### src/rtl/chacha_seq_pkg.sv
// Shared types and widths for the ChaCha20 multi-block keystream sequencer.
package chacha_seq_pkg;

    localparam int WORDS_PER_BLK = 16;
    localparam int BLK_W         = 512;
    localparam int KEY_W         = 256;
    localparam int NONCE_W       = 96;
    localparam int CTR_W         = 32;

    typedef enum logic [1:0] {IDLE, CHECK, RUN, FIN} seq_state_t;

endpackage

### src/rtl/ks_pingpong_buf.sv
// Two-slot keystream block buffer; fills from the block core, drains as 32-bit words.
module ks_pingpong_buf
    import chacha_seq_pkg::*;
(
    input  logic             clk,
    input  logic             rst,
    input  logic             clr,
    input  logic             wr_en,
    input  logic [BLK_W-1:0] wr_data,
    input  logic             rd_ready,
    output logic             rd_valid,
    output logic [31:0]      rd_word,
    output logic             rd_last_word,
    output logic             blk_drained,
    output logic             wr_free
);

    logic [BLK_W-1:0] slot0;
    logic [BLK_W-1:0] slot1;
    logic [BLK_W-1:0] rd_blk;
    logic [1:0]       vld;
    logic [1:0]       vld_nx;
    logic             wr_ptr;
    logic             rd_ptr;
    logic [3:0]       widx;
    logic             hs;

    assign rd_valid     = vld[rd_ptr];
    assign hs           = rd_valid & rd_ready;
    assign rd_last_word = (widx == 4'(WORDS_PER_BLK - 1));
    assign blk_drained  = hs & rd_last_word;
    // A slot emptying on this edge may be re-requested now; its data lands much later.
    assign wr_free      = !vld[wr_ptr] || (blk_drained && (rd_ptr == wr_ptr));

    assign rd_blk  = rd_ptr ? slot1 : slot0;
    assign rd_word = rd_valid ? rd_blk[{widx, 5'd0} +: 32] : 32'd0;

    always_comb begin
        vld_nx = vld;
        if (blk_drained)
            vld_nx[rd_ptr] = 1'b0;
        if (wr_en)
            vld_nx[wr_ptr] = 1'b1;
    end

    always_ff @(posedge clk) begin
        if (rst || clr) begin
            vld    <= 2'b00;
            wr_ptr <= 1'b0;
            rd_ptr <= 1'b0;
            widx   <= 4'd0;
        end else begin
            vld <= vld_nx;
            if (hs)
                widx <= widx + 4'd1;
            if (blk_drained)
                rd_ptr <= ~rd_ptr;
            if (wr_en)
                wr_ptr <= ~wr_ptr;
        end
    end

    // Block storage carries no reset; visibility is governed by the valid bits.
    always_ff @(posedge clk) begin
        if (wr_en && !wr_ptr)
            slot0 <= wr_data;
        if (wr_en && wr_ptr)
            slot1 <= wr_data;
    end

endmodule

### src/rtl/chacha_keystream_sequencer.sv
// Requests consecutive ChaCha20 blocks from the block core and streams them as 32-bit words.
module chacha_keystream_sequencer
    import chacha_seq_pkg::*;
#(
    parameter int NBLK_W = 32,
    parameter int WORD_W = 32
)
(
    input  logic               clk,
    input  logic               rst,
    input  logic               start,
    input  logic [KEY_W-1:0]   key,
    input  logic [NONCE_W-1:0] nonce,
    input  logic [CTR_W-1:0]   ctr_init,
    input  logic [NBLK_W-1:0]  num_blocks,
    output logic               busy,
    output logic               done,
    output logic               ctr_err,
    output logic               core_start,
    output logic [KEY_W-1:0]   core_key,
    output logic [NONCE_W-1:0] core_nonce,
    output logic [CTR_W-1:0]   core_ctr,
    input  logic               core_done,
    input  logic [BLK_W-1:0]   core_ks,
    output logic               ks_valid,
    input  logic               ks_ready,
    output logic [WORD_W-1:0]  ks_word,
    output logic               ks_last
);

    localparam int SUM_W = ((NBLK_W > CTR_W) ? NBLK_W : CTR_W) + 1;

    seq_state_t        state;
    logic [NBLK_W-1:0] num_q;
    logic [NBLK_W-1:0] issued;
    logic [NBLK_W-1:0] drained;
    logic              outstanding;
    logic              start_acc;
    logic              core_fill;
    logic              last_blk;
    logic              wrap;
    logic [SUM_W-1:0]  ctr_end;
    logic              buf_wr_free;
    logic              buf_last_word;
    logic              blk_drained;

    assign start_acc = (state == IDLE) && start;

    // Last counter of the message, computed one bit wider so a wrap is visible.
    assign ctr_end = SUM_W'(core_ctr) + SUM_W'(num_q) - SUM_W'(1);
    assign wrap    = ctr_end > SUM_W'({CTR_W{1'b1}});

    assign busy    = (state != IDLE);
    assign done    = (state == FIN);
    assign ctr_err = (state == CHECK) && (num_q != '0) && wrap;

    assign core_start = (state == RUN) && (issued < num_q) && !outstanding && buf_wr_free;
    // A core_done without an outstanding request is stale and must not touch the buffer.
    assign core_fill  = core_done && outstanding;

    assign last_blk = (drained == num_q - NBLK_W'(1));
    assign ks_last  = ks_valid && buf_last_word && last_blk;

    ks_pingpong_buf u_buf (
        .clk          (clk),
        .rst          (rst),
        .clr          (start_acc),
        .wr_en        (core_fill),
        .wr_data      (core_ks),
        .rd_ready     (ks_ready),
        .rd_valid     (ks_valid),
        .rd_word      (ks_word),
        .rd_last_word (buf_last_word),
        .blk_drained  (blk_drained),
        .wr_free      (buf_wr_free)
    );

    always_ff @(posedge clk) begin
        if (rst) begin
            state       <= IDLE;
            core_key    <= '0;
            core_nonce  <= '0;
            core_ctr    <= '0;
            num_q       <= '0;
            issued      <= '0;
            drained     <= '0;
            outstanding <= 1'b0;
        end else begin
            if (core_start)
                outstanding <= 1'b1;
            if (core_fill) begin
                outstanding <= 1'b0;
                core_ctr    <= core_ctr + CTR_W'(1);
                issued      <= issued + NBLK_W'(1);
            end
            if (blk_drained)
                drained <= drained + NBLK_W'(1);

            case (state)
                IDLE: begin
                    if (start) begin
                        core_key    <= key;
                        core_nonce  <= nonce;
                        core_ctr    <= ctr_init;
                        num_q       <= num_blocks;
                        issued      <= '0;
                        drained     <= '0;
                        outstanding <= 1'b0;
                        state       <= CHECK;
                    end
                end
                CHECK: begin
                    if (num_q == '0)
                        state <= FIN;
                    else if (wrap)
                        state <= IDLE;
                    else
                        state <= RUN;
                end
                RUN: begin
                    if (blk_drained && last_blk)
                        state <= FIN;
                end
                FIN:     state <= IDLE;
                default: state <= IDLE;
            endcase
        end
    end

endmodule
### config.mk
export PLATFORM = sky130hd
export DESIGN_NAME = chacha_keystream_sequencer
export DESIGN_NICKNAME = d
export VERILOG_FILES = /design/src/rtl/chacha_seq_pkg.sv /design/src/rtl/ks_pingpong_buf.sv /design/src/rtl/chacha_keystream_sequencer.sv
export SDC_FILE = /design/constraint.sdc
export NUM_CORES = 2
export LEC_CHECK = 0
export BUFFER_PORTS_ARGS = -buffer_cell sky130_fd_sc_hd__buf_4
export CAP_MARGIN = 20
export CORE_AREA = 2 2 535 537
export CTS_CLUSTER_DIAMETER = 60
export DETAILED_ROUTE_END_ITERATION = 12
export DIE_AREA = 0 0 537 539
export PLACE_DENSITY = 0.44
export RECOVER_POWER = 25
export SETUP_SLACK_MARGIN = 0.5
export SYNTH_ARGS = -nofsm -noshare
export SYNTH_HDL_FRONTEND = slang
export SYNTH_SLANG_ARGS = --single-unit
### constraint.sdc
create_clock -name clk -period 21.4 [get_ports clk]
set_clock_uncertainty 0.15 [all_clocks]
set_input_delay 2.14 -clock clk [delete_from_list [all_inputs] [get_ports clk]]
set_output_delay 2.14 -clock clk [all_outputs]
set_load 0.05 [all_outputs]
==> flow_summary.yaml <==
yosys:
  syn_area_mm2: 0.0599
  synth_warnings: 0
  netlist.top_cell.by_area: "edfxtp_1"
  synth_area_leaders: "edfxtp_1, dfxtp_1, mux4_2, nand2_1, a21oi_1"
  ys.flop_type: "edfxtp_1"
  netlist_instances: 4210
  ys_seq_elements: 1515
  syn_avg_cell_area_um2: 14.2
  synth_top_area_share_pct: 51.3
  yosysSeqAreaShare_pct: 67.7
  synth_cell_type_count: 70
  synth_edf_count: 1024
  synth_nets: 5242
  synthArstFlopShare_pct: 0
placement:
  io_buffers: 1354
  gp_congestion: 0.961
  dp_slack_ns: 13.42
  dp_hpwl_um: 209000
  dp.cells: 9133
clock_tree:
  numCtsBuffers: 188
  cts_tree: "yes"
  htree_levels: 4
  cts_root_buf: "clkbuf_16"
  cts_resized: 0
  cts_hold_buf: 0
  clkTransAtPathRegs_ns: 0.05
  clockBufferDepth: 4
  post-cts-setup-buffers: 0
  numClockSinks: 1515
  clock_latency_ns: 0.82
die:
  num_rows: 196
  core_mm2: 0.284
  design.portCount: 1355
  die_h_um: 539
  die_w_um: 537
  start_util_pct: 21.1
  dieArea_mm2: 0.289
sta:
  fmax_mhz: 119
  fin_crit_sh_pct: 39.4
  hold_violations: 0
  fin_ws_ns: 12.97
  worstMarginPinSlew_ns: 1.20
  period_needed_ns: 8.43
  tns_ns: 0
  slew_headroom_pct: 20.1
  maxSlewViolCount: 0
  holdWs_ns: 0.304
  rsz0062_at_grt: "no"
  setup_viol: 0
setup_path:
  cpLargestDelayFamily: "buffers and inverters"
  cp.buffers_inverters: 5
  worstPathMaxFanout: 38
  cpMostUsedCell: "buf_4"
  endpoint_kind: "output port"
  cp_cell_sequence: "buf_4 > buf_4 > buf_4 > buf_4 > mux4_2 > mux4_2 > mux2i_1 > nor2_1 > buf_4"
  worstSetupStartpointType: "flip-flop"
  critical_path.max_stage_delay_ns: 0.78
  cp.arrival_ns: 6.14
  crit_type: "reg2out"
  startpoint: "u_buf.rd_ptr"
  cp_slowest_cell: "dfxtp_4"
  cp.required_ns: 19.11
  rr_startpoint: "state[0]"
route:
  dr.pass1.iters: 5
  viasPerCell: 4.31
  postRouteAntennaNets: 0
  dr_total_vias: 41000
  drt-total-wl_um: 267000
  wire_per_inst_um: 28.1
  first_iter_violations: 3038
  drc: 0
layout:
  n_fill_cell: 29400
  final_nets: 6593
  stdcell_count: 9518
  synthToLayoutAreaGrowth_pct: 33.1
  layout-drive-gt1-share_pct: 32.1
power_and_ir_drop:
  p_leak_nw: 28.2
  vdd_drop_max_v: 0.0000600
  power_frac_seq_pct: 45.1
  p_sw_mw: 1.95
  power.internal_mw: 5.30
  power-per-cell-area_mw_per_mm2: 90.8
  p_comb_share_pct: 12.3
  pwr-share-clk_pct: 42.6
  p_sw_share_pct: 26.9
job:
  maxCapViolCount: 0
worst_hold_path:
  hold_class: "reg2reg"
  min_from: "core_nonce[92]"
global_routing:
  grt_pass1_wl_um: 354000
  grt-ovfl-total: 0
  grt_usage_pct: 17.7
  grt_pass1_vias: 41500
  grt_antenna_before_repair: 190
  grt_max_degree: 193
outcome:
  status: "finished clean"
-- Yosys cell counts, types with 3 or more instances --
library cell and count:
dfxtp_1 491, nor2_1 161, nand2b_1 8, nand3_1 53, or3_1 17, o21ai_0 28
clkbuf_1 197, inv_1 137, a21oi_1 424, xor2_1 59, mux4_2 320, mux2i_1 36
and2_1 5, buf_6 3, nand4_1 40, and3_1 14, a211oi_1 30, nor2b_1 6
a311oi_1 4, edfxtp_1 1024, and4_1 8, o21ai_1 3, ha_1 99, nand2_1 825
buf_1 35, nor3_1 25, o31ai_1 3, buf_2 3, xnor2_1 66, nor4_1 12
nor4_2 3, a21o_1 21
-- layout by cell type, fill, tap and decap left out, drive strengths merged, types with 31 or more instances in the layout --
cell | netlist | final
diode | 0 | 48
buf | 41 | 1022
nor2 | 162 | 162
mux2i | 37 | 37
edfxtp | 1024 | 1024
clkinv | 0 | 64
xnor2 | 66 | 66
mux4 | 320 | 320
a21oi | 424 | 424
nand4 | 41 | 41
xor2 | 59 | 59
clkbuf | 197 | 620
nand2 | 826 | 826
inv | 137 | 150
nand3 | 54 | 54
o21ai | 31 | 31
dfxtp | 491 | 491
ha | 99 | 99
-- worst register-to-register path, delay by kind of cell, from the launching register on --
family	cells	cell delay, ns
compound gates	1	0.17
buf+inv	4	3.31
simple gates	3	1.16
flops	1	0.39
-- area by class of cell --
| cell class | count | area, µm² | share of cell area, % |
|---|---|---|---|
| clock inverters | 94 | 878 | 1.10 |
| well taps | 3762 | 4710 | 5.90 |
| repair buffers | 1399 | 9920 | 12.4 |
| multi-input cells | 2320 | 17900 | 22.5 |
| diodes | 48 | 120 | 0.151 |
| flip-flops and latches | 1515 | 40600 | 50.9 |
| clock buffers | 243 | 5080 | 6.37 |
| inverters | 137 | 529 | 0.663 |
-- routing by layer --
metal | vias to the layer above | global-route usage, % | part of all wire (%)
li1 | 18400 | - | -
met1 | 20400 | 19.3 | 36
met2 | 1573 | 31.4 | 50
met3 | 574 | 6.75 | 9.7
met4 | 136 | 5.98 | 4.2
met5 | - | 0 | 0.33
-- stage by stage --
| stage | utilization [%] | cell area (µm²) | power (mW) |
|---|---|---|---|
| 2_1_floorplan | - | 59900 | 3.81 |
| 4_1_cts | 28.3 | 80300 | 7.37 |
| 5_1_grt | 28.1 | 79700 | 7.53 |
| 6_report | 28.1 | 79800 | 7.25 |
| 3_5_place_dp | 26.2 | 74400 | 4.24 |
| 3_3_place_gp | 26.2 | 74400 | 4.23 |
-- sequential cells by signal (all words and copies together) (netlist names), named ones only --
signal        count
u_buf.slot0     512
u_buf.slot1     512
core_key        256
core_nonce       96
core_ctr         32
drained          32
issued           32
num_q            32
u_buf.widx        4
u_buf.vld         2
outstanding       1
state             1
u_buf.rd_ptr      1
u_buf.wr_ptr      1
-- worst paths after layout --
kind / end / cells past startpoint / slack [ns]
worst max-delay path: ks_word[30] / 9 / 12.97
worst min-delay path: core_nonce[92] / 2 / 0.30
worst max register to register: core_key[201] / 8 / 16.10
worst min register to register: core_nonce[92] / 2 / 0.30
-- logic make-up (layout without fill, tap and decap cells) --
family | after synthesis | count (layout) | synth area share, %
flip-flops | 1515 | 1515 | 67.7
XOR/XNOR | 125 | 125 | 1.83
multiplexers | 358 | 358 | 12.7
buffers and inverters | 375 | 1873 | 2.39
AND/OR/NAND/NOR | 1202 | 1202 | 8.46
other | 0 | 48 | 0
adder cells (fa/ha/maj) | 99 | 99 | 2.07
AO/OA/AOI/OAI | 536 | 536 | 4.87
-- power by group through the flow --
stage | Sequential, mW | Combinational, mW | Clock, mW
2_1_floorplan | 3.53 | 0.280 | 0
3_3_place_gp | 3.33 | 0.899 | 0
3_5_place_dp | 3.33 | 0.907 | 0
4_1_cts | 3.27 | 0.909 | 3.19
5_1_grt | 3.28 | 0.952 | 3.30
6_report | 3.27 | 0.889 | 3.09
Note: power is estimated with default switching activity, not from simulation.
